===== src/rtl/tap_controller.sv =====
// IEEE 1149.1 TAP controller with a 2-bit IR (EXTEST, SAMPLE_PRELOAD, IDCODE, BYPASS); IDCODE register built only under TAP_IDCODE_EN.
// Control outputs decode from registered state, TDO is combinational in Shift-IR/Shift-DR; no backpressure (TMS/TDI paced by Clock).
module tap_controller #(
  parameter logic [31:0] IDCODE_VALUE = 32'h1000_0001
) (
  input  logic Clock,
  input  logic Reset_n,
  input  logic TMS,
  input  logic TDI,
  input  logic BSR_TDO,
  output logic TDO,
  output logic TDO_en,
  output logic BSR_ClockEn,
  output logic Shift_or_Load,
  output logic Update,
  output logic Test_or_Normal
);

  typedef enum logic [3:0] {
    TLR      = 4'h0,
    RTI      = 4'h1,
    SEL_DR   = 4'h2,
    CAP_DR   = 4'h3,
    SHIFT_DR = 4'h4,
    EXIT1_DR = 4'h5,
    PAUSE_DR = 4'h6,
    EXIT2_DR = 4'h7,
    UPD_DR   = 4'h8,
    SEL_IR   = 4'h9,
    CAP_IR   = 4'hA,
    SHIFT_IR = 4'hB,
    EXIT1_IR = 4'hC,
    PAUSE_IR = 4'hD,
    EXIT2_IR = 4'hE,
    UPD_IR   = 4'hF
  } tap_state_t;

  localparam logic [1:0] IR_EXTEST = 2'b00;
`ifdef TAP_IDCODE_EN
  localparam logic [1:0] IR_RESET = 2'b10;
`else
  localparam logic [1:0] IR_RESET = 2'b11;
`endif

  tap_state_t state;
  logic [1:0] ir;
  logic [1:0] ir_sr;
  logic       bypass_reg;
  logic       bsr_sel;
  logic       id_sel;
  logic       id_lsb;

  always_ff @(posedge Clock or negedge Reset_n) begin
    if (!Reset_n) begin
      state <= TLR;
    end else begin
      case (state)
        TLR:      state <= TMS ? TLR      : RTI;
        RTI:      state <= TMS ? SEL_DR   : RTI;
        SEL_DR:   state <= TMS ? SEL_IR   : CAP_DR;
        CAP_DR:   state <= TMS ? EXIT1_DR : SHIFT_DR;
        SHIFT_DR: state <= TMS ? EXIT1_DR : SHIFT_DR;
        EXIT1_DR: state <= TMS ? UPD_DR   : PAUSE_DR;
        PAUSE_DR: state <= TMS ? EXIT2_DR : PAUSE_DR;
        EXIT2_DR: state <= TMS ? UPD_DR   : SHIFT_DR;
        UPD_DR:   state <= TMS ? SEL_DR   : RTI;
        SEL_IR:   state <= TMS ? TLR      : CAP_IR;
        CAP_IR:   state <= TMS ? EXIT1_IR : SHIFT_IR;
        SHIFT_IR: state <= TMS ? EXIT1_IR : SHIFT_IR;
        EXIT1_IR: state <= TMS ? UPD_IR   : PAUSE_IR;
        PAUSE_IR: state <= TMS ? EXIT2_IR : PAUSE_IR;
        EXIT2_IR: state <= TMS ? UPD_IR   : SHIFT_IR;
        UPD_IR:   state <= TMS ? SEL_DR   : RTI;
      endcase
    end
  end

  // Test-Logic-Reset keeps re-loading the reset instruction, so a TMS-driven reset matches Reset_n.
  always_ff @(posedge Clock or negedge Reset_n) begin
    if (!Reset_n) begin
      ir    <= IR_RESET;
      ir_sr <= 2'b01;
    end else begin
      case (state)
        TLR:      ir    <= IR_RESET;
        CAP_IR:   ir_sr <= 2'b01;
        SHIFT_IR: ir_sr <= {TDI, ir_sr[1]};
        UPD_IR:   ir    <= ir_sr;
        default:  ;
      endcase
    end
  end

  // EXTEST (00) and SAMPLE_PRELOAD (01) both route through the boundary chain.
  assign bsr_sel = ~ir[1];

`ifdef TAP_IDCODE_EN
  logic [31:0] id_reg;

  assign id_sel = (ir == 2'b10);
  assign id_lsb = id_reg[0];

  always_ff @(posedge Clock or negedge Reset_n) begin
    if (!Reset_n) begin
      id_reg <= IDCODE_VALUE;
    end else if (id_sel && state == CAP_DR) begin
      id_reg <= IDCODE_VALUE;
    end else if (id_sel && state == SHIFT_DR) begin
      id_reg <= {TDI, id_reg[31:1]};
    end
  end
`else
  // IR 10 falls back to bypass; the identifier's fixed LSB is the only trace of it left.
  assign id_sel = 1'b0;
  assign id_lsb = IDCODE_VALUE[0];
`endif

  always_ff @(posedge Clock or negedge Reset_n) begin
    if (!Reset_n) begin
      bypass_reg <= 1'b0;
    end else if (!bsr_sel && !id_sel) begin
      if (state == CAP_DR) begin
        bypass_reg <= 1'b0;
      end else if (state == SHIFT_DR) begin
        bypass_reg <= TDI;
      end
    end
  end

  always_comb begin
    TDO = 1'b0;
    if (state == SHIFT_IR) begin
      TDO = ir_sr[0];
    end else if (state == SHIFT_DR) begin
      if (bsr_sel)     TDO = BSR_TDO;
      else if (id_sel) TDO = id_lsb;
      else             TDO = bypass_reg;
    end
  end

  assign TDO_en         = (state == SHIFT_IR) || (state == SHIFT_DR);
  assign BSR_ClockEn    = bsr_sel && ((state == CAP_DR) || (state == SHIFT_DR));
  assign Shift_or_Load  = bsr_sel && (state == SHIFT_DR);
  assign Update         = bsr_sel && (state == UPD_DR);
  assign Test_or_Normal = (ir == IR_EXTEST) && (state != TLR);

endmodule

===== config.mk =====
export PLATFORM = sky130hd
export DESIGN_NAME = tap_controller
export DESIGN_NICKNAME = d
export VERILOG_FILES = /design/src/rtl/tap_controller.sv
export SDC_FILE = /design/constraint.sdc
export NUM_CORES = 1
export LEC_CHECK = 0
export CAP_MARGIN = 20
export CORE_UTILIZATION = 51
export CTS_CLUSTER_SIZE = 16
export DETAILED_ROUTE_END_ITERATION = 8
export GPL_TIMING_DRIVEN = 0
export HOLD_SLACK_MARGIN = 0.03
export PLACE_DENSITY = 0.84
export SETUP_SLACK_MARGIN = 0.4
export SLEW_MARGIN = 10
export SYNTH_ARGS = -nofsm -noshare
export SYNTH_HDL_FRONTEND = slang
export SYNTH_SLANG_ARGS = --single-unit

===== constraint.sdc =====
create_clock -name Clock -period 1.41 [get_ports Clock]
set_input_delay 0.282 -clock Clock [delete_from_list [all_inputs] [get_ports Clock]]
set_output_delay 0.282 -clock Clock [all_outputs]
set_load 0.03 [all_outputs]

==> results, run 1 <==
- The largest buffer count on any clock path is 2.
- The most used flip-flop cell after synthesis is sky130_fd_sc_hd__dfrtp_1.
- Counting flops with a built-in enable in the synthesized netlist gives 0.
- The overall die height is about 40 µm.
- After legalization and detailed placement, the total HPWL measured approximately 1200 µm.
- In this run the number of H-tree levels came out at 1.
- After the last repair the worst path ends at an output port.
- The netlist area before placement is roughly 700 µm².
- After synthesis, the share of flip-flops with an asynchronous set or reset is between 90% and 100%.
- The root buffer selected by CTS is sky130_fd_sc_hd__clkbuf_4.
- The area share of the leading cell type in the synthesized netlist is around 22%.
- The CTS sink count is 9.
- The final worst endpoint reported by repair_timing after global routing is TDO.
- The post-synthesis net count is just over 80.
- The first error in the log reads "[ERROR DPL-0038] Utilization greater than 100%, impossible to legalize".
- The initial utilization of the core area, before any placement, comes to between 50% and 60%.
- The mean area per synthesized cell is between 9 and 10 µm².
- The biggest area contributor in the post-synthesis netlist is sky130_fd_sc_hd__dfrtp_1.
- The flow did not finish.
- The pin count of the biggest net entering global routing is 11.
- The global placer's final weighted congestion is approximately 0.78.
- The total number of placement rows is 12.
- Yosys attributes the largest share of cell area to sky130_fd_sc_hd__dfrtp_1 22%, sky130_fd_sc_hd__dfstp_2 11%, sky130_fd_sc_hd__o21ai_0 4.3%.
- The number of ports placed on the die boundary is 11.
- The last flow stage reached is global routing (5_1_grt).
- In this run, synthesis produced a sequential element count of 9.
- The sequential fraction of the synthesis area is between 30% and 40%.
- Buffers inserted to repair hold after CTS numbered 0.
- The gate count of the mapped netlist is 76.
- Yosys mapped the design onto 38 distinct sky130hd cell types.
- The die outline width is 39.0 µm.
- For this run, the number of Yosys warnings is 0.
- The number of clock buffers added by TritonCTS is 3.
- The commonest cells after synthesis are 6 x sky130_fd_sc_hd__dfrtp_1, 6 x sky130_fd_sc_hd__o21ai_0, 5 x sky130_fd_sc_hd__a21oi_1, 5 x sky130_fd_sc_hd__nand2_1, 5 x sky130_fd_sc_hd__nor2_1.
- Input and output buffers added on the ports amount to 10.
-- through the flow --
step	hold WS (ps)	utilization (%)	worst slack (ps)	cells	cell area (µm²)
2_1_floorplan	-13.6	-	-64.8	76	816
3_3_place_gp	517	78.7	-690	100	933
3_5_place_dp	532	78.7	-717	100	933
4_1_cts	303	93.7	-399	113	1110
-- kinds of logic after synthesis --
logic type / share of synthesized area (%)
AOI/OAI and AO/OA: 25.1
xor gates and xnor gates: 1.26
buffers and inverters: 9.87
DFF: 32.9
muxes: 1.44
and+or+nand+nor: 29.4
-- repair_timing --
action                     CTS
gates cloned                 1
gates resized for setup     59
setup buffers                8
pin swaps                    5
setup endpoints to repair   15
==> run 2, diff against run 1 <==
CORE_AREA = 2 2 63 65   (was default)
CORE_UTILIZATION = default   (was 51)
CTS_CLUSTER_SIZE = default   (was 16)
DIE_AREA = 0 0 65 67   (was default)
HOLD_SLACK_MARGIN = default   (was 0.03)
PLACE_DENSITY = default   (was 0.84)
PLACE_DENSITY_LB_ADDON = 0.15   (was default)
SETUP_SLACK_MARGIN = default   (was 0.4)
==> run 2 against run 1 <==
Synthesized cell count did not move. Synthesized area did not move. The flow now finishes, with violations (negative setup slack).
==> results, run 2 <==
- The gate count of the mapped netlist is 76.
- After the first detailed-routing iteration, the DRC count stood at 39.
- For this run, the register share of the synthesized area comes to between 30% and 40%.
- The largest registers in the layout are state (4), ir (2), ir_sr (2).
- The total of endpoints with negative setup slack in the final report is 7.
- The relative slew slack is around two thirds.
- The cell total after placement is roughly 130.
- The commonest cells after synthesis are 6 x sky130_fd_sc_hd__dfrtp_1, 6 x sky130_fd_sc_hd__o21ai_0, 5 x sky130_fd_sc_hd__a21oi_1, 5 x sky130_fd_sc_hd__nand2_1, 5 x sky130_fd_sc_hd__nor2_1.
- Clock-pin slew was measured on the worst setup and hold paths at 50 ps.
- Leaving out fill and tap cells, the most frequent cells in the layout are 20 x sky130_fd_sc_hd__buf_4, 8 x sky130_fd_sc_hd__buf_6, 5 x sky130_fd_sc_hd__a21oi_1, 5 x sky130_fd_sc_hd__dfrtp_1.
- The number of antenna violations at the first check in global routing came to 0.
- The actual transition at the worst max-transition pin is 479 ps.
- The total number of placement rows is 22.
- The critical path class is flip-flop to output port.
- Wire segments on met2 add up to 997 µm in the final route.
- The number of max-slew violations in the final report is 0.
- The wire length on met1 is 955 µm.
- The startpoint class of the critical path is a flip-flop.
- The area taken by multi-input logic gates is between 400 and 500 µm².
- The netlist area before placement is 697 µm².
- The first detailed-routing pass ran for 4 iterations.
- After detailed routing, the met3 layer carries roughly 61 µm of wire.
- For this run, design rule violations remaining after detail routing come to 0.
- In this run the number of H-tree levels came out at 1.
- The most flop-heavy register is state.
- The effective utilization at floorplan is 19.3%.
- Yosys mapped a number of flops with a built-in enable equal to 0.
- The antenna diode count is 0.
- The register with the most flip-flops in the layout has 4 of them.
- The area share of the leading cell type in the synthesized netlist is 21.5%.
- Hold repair after CTS inserted 0 buffers.
- The largest buffer count on any clock path is 2.
- The most used flip-flop cell after synthesis is sky130_fd_sc_hd__dfrtp_1.
- The flow ran to the end, but the final reports show violations.
- The post-layout instance count excluding filler cells is between 150 and 200.
- The detail route stage leaves a number of antenna-violating nets equal to 0.
- The number of different library cells used by synthesis comes to 38.
- The static leakage is about 0.00052 µW.
- The via count of the first global-routing pass is 693.
- STA classifies the critical path endpoint as an output port.
- The number of failing hold endpoints at the final stage is 0.
- The design draws 2880 µW.
- By area the synthesized netlist is led by sky130_fd_sc_hd__dfrtp_1 22%, sky130_fd_sc_hd__dfstp_2 11%, sky130_fd_sc_hd__o21ai_0 4.3%.
- The path class of the tightest hold or removal check is input pin to asynchronous set/reset pin.
- The count of buffers from port buffering is 10.
- The library cell with the largest summed area after synthesis is sky130_fd_sc_hd__dfrtp_1.
- Clock tree synthesis found a total of 9 sinks.
- The max-cap check violation count is 0.
- Relative to the synthesized area, the layout overhead comes to 77.2%.
- Setup repair after global routing could not meet its margin everywhere.
- The die covers roughly 4400 µm².
- The final instance area is 1230 µm².
- Yosys printed 0 warnings.
- The cell area after placement is 928 µm².
- The biggest fanout along the worst timing path is 4.
- The uppermost layer routed is met4.
- The routed design has between 2000 and 2500 µm of wire.
- Summed over all nets, the half-perimeter wirelength after detailed placement is roughly 1300 µm.
- STA puts the critical path data arrival time at roughly 1500 ps.
- After synthesis the netlist holds a flip-flop and latch count of 9.
- The total global routing track utilization is between 10% and 20%.
- The clock latency at the later pin of the worst-skew pair is 230 ps.
- In the routed layout, each cell is associated on average with a via count of ~4.4.
- The worst slack after detailed placement is -735 ps.
- The largest clock skew in the final design is 1.54 ps.
- The first global-routing pass estimated between 3000 and 4000 µm of wire.
- Subtracting the final worst setup slack from the clock period gives ~1700 ps.
- The vias after detailed routing is about 700.
- The highest attainable clock frequency is between 500 and 600 MHz.
- TritonCTS built the clock tree.
- When the netlist entered floorplanning its net count stood at 81.
- Dividing the detail-routed wire length by the instance count gives around 13 µm.
- The checks that failed: negative setup slack.
- The final layout contains 117 nets.
- The highest ir drop seen on vdd is between 0.5 and 0.6 mV.
- Buffers inserted during clock tree synthesis total 3.
- After layout, the worst setup slack is -322 ps.
- The total core area is around 3600 µm².
- The die outline width is roughly 65 µm.
- The share of the clock period used by the worst path after layout is 123%.
- The number of ports placed on the die boundary is 11.
- The congestion estimate from routability-driven global placement came to just over 0.7.
- The area taken by flip-flops and latches is 234 µm².
- STA puts the critical path data required time at 1130 ps.
- The pin count of the biggest net entering global routing is 11.
- The proportion of synthesized flip-flops having asynchronous set or reset is 100%.
- The layout has ~370 filler cells.
- After global routing the overflow that remains totals 0.
- The die is between 60 and 70 µm tall.
- Leaving out fill and tap cells, the most frequent cell in the layout is sky130_fd_sc_hd__buf_4.
- The mean area per synthesized cell is between 9 and 10 µm².
- The power per standard cell area is roughly 2300 nW/µm².
- The layout cell share with drive strength beyond 1 is 56.8%.
- The root buffer selected by CTS is sky130_fd_sc_hd__clkbuf_8.
==> run 2: cell counts after synthesis <==
No cell type changed its count.
==> run 2: area by class of cell <==
cell class | count | share of cell area [%]
well taps | 48 | 4.86
repair buffers | 32 | 25.3
plain buffers | 7 | 7.09
multi-input cells | 56 | 39.2
clock buffers | 4 | 3.65
inverters | 3 | 0.912
flip-flops and latches | 9 | 18.9
==> run 2: power breakdown <==
part           internal, µW  leakage (µW)  switching, µW
clock network           198     0.0000228            110
registers               407      0.000105            105
logic                  1110      0.000394            951
==> run 2: timing repair <==
action | in CTS | in global routing
setup buffers | 13 | 10
cloned | 0 | 0
gates resized for setup | 50 | 10
pin swaps | 7 | 5
endpoints found under the setup margin | 7 | 10
==> run 2: path summary, 6_finish.rpt <==
| check | startpoint | end | slack (ps) | depth (start not counted) |
|---|---|---|---|---|
| min in group Clock | ir_sr[1] | ir_sr[1] | 500 | 2 |
| setup reg to reg | state[1] | bypass_reg | 0 | 5 |
| hold / removal | Reset_n | state[0] | 380 | 1 |
| hold reg to reg | ir_sr[1] | ir_sr[1] | 500 | 2 |
| setup / recovery | state[3] | BSR_ClockEn | -320 | 6 |
| max in group asynchronous | Reset_n | state[1] | 680 | 1 |
==> run 2: critical path, stage by stage, from the launching register on <==
cell and delay [ps]:
sky130_fd_sc_hd__dfrtp_1 370, sky130_fd_sc_hd__buf_6 130, sky130_fd_sc_hd__buf_12 120, sky130_fd_sc_hd__and4bb_2 320
sky130_fd_sc_hd__nor2_2 60, sky130_fd_sc_hd__nor2_4 90, sky130_fd_sc_hd__buf_6 130
==> run 2: layer usage <==
metal | GRT usage [%] | vias to the layer above
li1 | - | 352
met1 | 14.0 | 332
met2 | 16.9 | 12
met3 | 3.55 | 2
met4 | 3.46 | 0
met5 | 0 | -
==> run 2: stage by stage <==
| stage | hold slack, ps | setup TNS, ps | util, % |
|---|---|---|---|
| 5_1_grt | 413 | -2100 | 34.2 |
| 4_1_cts | 395 | -1750 | 31.5 |
| 3_5_place_dp | 493 | -4480 | 25.7 |
| 3_3_place_gp | 497 | -4550 | 25.7 |
| 6_report | 377 | -1660 | 34.2 |
| 2_1_floorplan | -13.6 | -136 | - |
==> run 2: cells by family (layout without fill, tap and decap cells) <==
| group | Yosys count | in the layout | synth area share, % |
|---|---|---|---|
| simple gates | 30 | 30 | 29.4 |
| compound gates | 24 | 24 | 25.1 |
| buf+inv | 11 | 46 | 9.87 |
| flops | 9 | 9 | 32.9 |
| xor+xnor | 1 | 1 | 1.26 |
| mux | 1 | 1 | 1.44 |
No activity file was read; power rests on OpenSTA's default activity.
==> run 3, diff against run 2 <==
CORE_AREA = 4 4 65 67   (was 2 2 63 65)
DIE_AREA = 0 0 69 71   (was 0 0 65 67)
==> run 3 against run 2 <==
The flow still finishes with violations (negative setup slack). Clock-buffer cell count stayed put. Wire length is 2.6% lower. Utilization is 2.5 points lower. Critical path type unchanged. Largest cell class unchanged. Highest routed layer unchanged.
==> results, run 3 (synthesis gave the netlist of run 2 again) <==
- For this design, the CTS-stage hold fixing added 0 buffers.
- The power per standard cell area is 2310 nW/µm².
- The post-layout instance count excluding filler cells is between 150 and 200.
- The number of flip-flops in the largest register is 4.
- The register with the most flip-flops in the final layout is state.
- In this run the number of H-tree levels came out at 1.
- The worst min-delay path class is input pin to asynchronous set/reset pin.
- Across all hold checks on the routed design, the worst slack comes to about 380 ps.
- The number of DRC markers after the initial detailed-route iteration is 13.
- The effective utilization at floorplan is a little under a fifth.
- The vias after detailed routing is approximately 670.
- After detailed routing, the number of remaining DRC violations is 0.
- The total number of placement rows is 22.
- The count of buffers from port buffering is 10.
- Pin placement for this block handled 11 I/O pins.
- The number of clock buffers inserted by TritonCTS is 3.
- The run finished, with violations left.
- The startpoint class of the critical path is a flip-flop.
- The critical path data required time is around 1100 ps.
- The die is between 60 and 70 µm wide.
- Headroom to the max-slew limit came out at roughly two thirds.
- In this run the worst path has a maximum fanout of 4.
- The pin count of the biggest net entering global routing is 11.
- The cell area after placement is 928 µm².
- The static leakage is 0.000491 µW.
- The final period demand of the worst path is between 1500 and 2000 ps.
- The max-cap check violation count is 0.
- The total of endpoints with negative setup slack in the final report is 6.
- Setup repair after global routing could not meet its margin everywhere.
- The commonest non-fill, non-tap cell in the layout is sky130_fd_sc_hd__buf_4.
- The highest attainable clock frequency is 582 MHz.
- Routability-driven placement finished with a final weighted congestion of roughly 0.72.
- Once detailed placement completed, the half-perimeter wirelength came to around 1300 µm.
- Global routing consumed, over all layers together, 8.75% of the routing resources.
- The worst-case IR drop observed on VDD is 0.455 mV.
- Compared with the post-synthesis result, the final layout area differs by 65.5%.
- The design draws between 2000 and 3000 µW.
- The overall die height is between 70 and 80 µm.
- The worst setup margin is -310 ps.
- The count of nets left with antenna violations once routing finished came out at 0.
- At the end of the flow the core is filled with cells to roughly a third.
- The number of antenna violations at the first check in global routing was 0.
- The library cells used most frequently in the layout, excluding fill and tap cells, are 16 x sky130_fd_sc_hd__buf_4, 8 x sky130_fd_sc_hd__buf_6, 5 x sky130_fd_sc_hd__a21oi_1, 5 x sky130_fd_sc_hd__o21ai_0, 5 x sky130_fd_sc_hd__dfrtp_1.
- The tree is rooted in a sky130_fd_sc_hd__clkbuf_8.
- The number of antenna diodes in the final layout is 0.
- After clock tree synthesis, the clock-pin slew on the worst setup and hold paths is 50 ps.
- STA puts the critical path data arrival time at roughly 1400 ps.
- The number of detailed-routing iterations run before antenna repair is 4.
- In this run the standard cell core region covers between 3000 and 4000 µm².
- In the final design database the tool counted approximately 110 nets.
- The clock arrives with about 3.7 ps of skew.
- The actual transition at the worst max-transition pin is 487 ps.
- The worst register-to-register path ends at state[1].
- Counting every sink on the clock net gives 9.
- The via count of the first global-routing pass was a little over 700.
- The checks that failed: negative setup slack.
- The post-detailed-route via-to-cell ratio is around 4.4.
- The share of the clock period used by the worst path after layout is 122%.
- The finished cells cover roughly 1200 µm².
- The clock passes through at most 2 buffers.
- The floorplan step defined a die boundary enclosing 4900 µm².
- The worst setup path is captured at an output port.
- The beginning of the worst register-to-register path is state[3].
- The number of max-slew violations in the final report is 0.
- The largest registers in the layout are state (4), ir (2), ir_sr (2).
- The reg2reg setup slack is roughly 60 ps.
- The number of failing hold endpoints at the final stage came to 0.
- Global routing finished with a remaining overflow of 0.
- The clock tree from TritonCTS is done.
- The post-route netlist has 51.4% of its cells at a drive strength greater than 1.
- The first-pass GRT wire length is 3350 µm.
- The final routed wirelength across all metal layers is between 1500 and 2000 µm.
- The clock reaches the later pin of the worst-skew pair after between 200 and 250 ps.
- The cell total after placement is 134.
- The critical path class is flip-flop to output port.
- Dividing the detail-routed wire length by the instance count gives between 10 and 15 µm.
- The number of cells on the worst reg-to-reg path is 6.
## run 3: cell types whose count changed in the layout (fill, tap and decap cells not counted), sizes merged
| cell | before | now |
|---|---|---|
| buf | 34 | 28 |
## run 3: worst max-delay path, stage by stage, from the launching register on
cell and delay (ps):
sky130_fd_sc_hd__dfrtp_1 370, sky130_fd_sc_hd__buf_6 130, sky130_fd_sc_hd__buf_12 120, sky130_fd_sc_hd__nor4b_4 290
sky130_fd_sc_hd__nor2_2 80, sky130_fd_sc_hd__nor2_4 90, sky130_fd_sc_hd__buf_6 130
## run 3: worst max path at each step
stage / start / endpoint / slack (ps) / cells after the start
2_1_floorplan: state[3] / Test_or_Normal / -60 / 4
3_3_place_gp: state[1] / TDO / -740 / 5
3_5_place_dp: state[1] / TDO / -710 / 5
4_1_cts: state[3] / TDO / -340 / 6
5_1_grt: state[3] / BSR_ClockEn / -370 / 6
6_report: state[3] / BSR_ClockEn / -310 / 6
## run 3: layer usage
metal	track usage, %	part of all wire [%]
met5	0	0
met4	5.21	0.40
met3	1.99	2.2
met2	15.3	54
met1	9.69	43
## run 3: power breakdown
part | switching [µW] | total (µW) | internal [µW] | leakage [µW]
Clock | 109 | 306 | 198 | 0.0000228
Combinational | 884 | 1840 | 954 | 0.000363
Sequential | 115 | 516 | 401 | 0.000105
Total | 1110 | 2660 | 1550 | 0.000491
## run 3: final cells by class
type / count / area, µm²
Fill cell: 391 / 2480
Multi-Input combinational cell: 56 / 482
Timing Repair Buffer: 26 / 243
Sequential cell: 9 / 230
Buffer: 7 / 82.6
Tap cell: 48 / 60.1
Clock buffer: 4 / 45.0
Inverter: 3 / 11.3
## run 3: repair_timing
item,CTS,global route
setup endpoints to repair,6,7
pin swaps,5,3
buffers inserted,13,3
gates resized for setup,50,5
## run 3: metrics by stage
stage	TNS, ps	worst slack (ps)
2_1_floorplan	-136	-59.4
3_3_place_gp	-4240	-735
3_5_place_dp	-4200	-711
4_1_cts	-1680	-335
5_1_grt	-1960	-374
6_report	-1580	-310
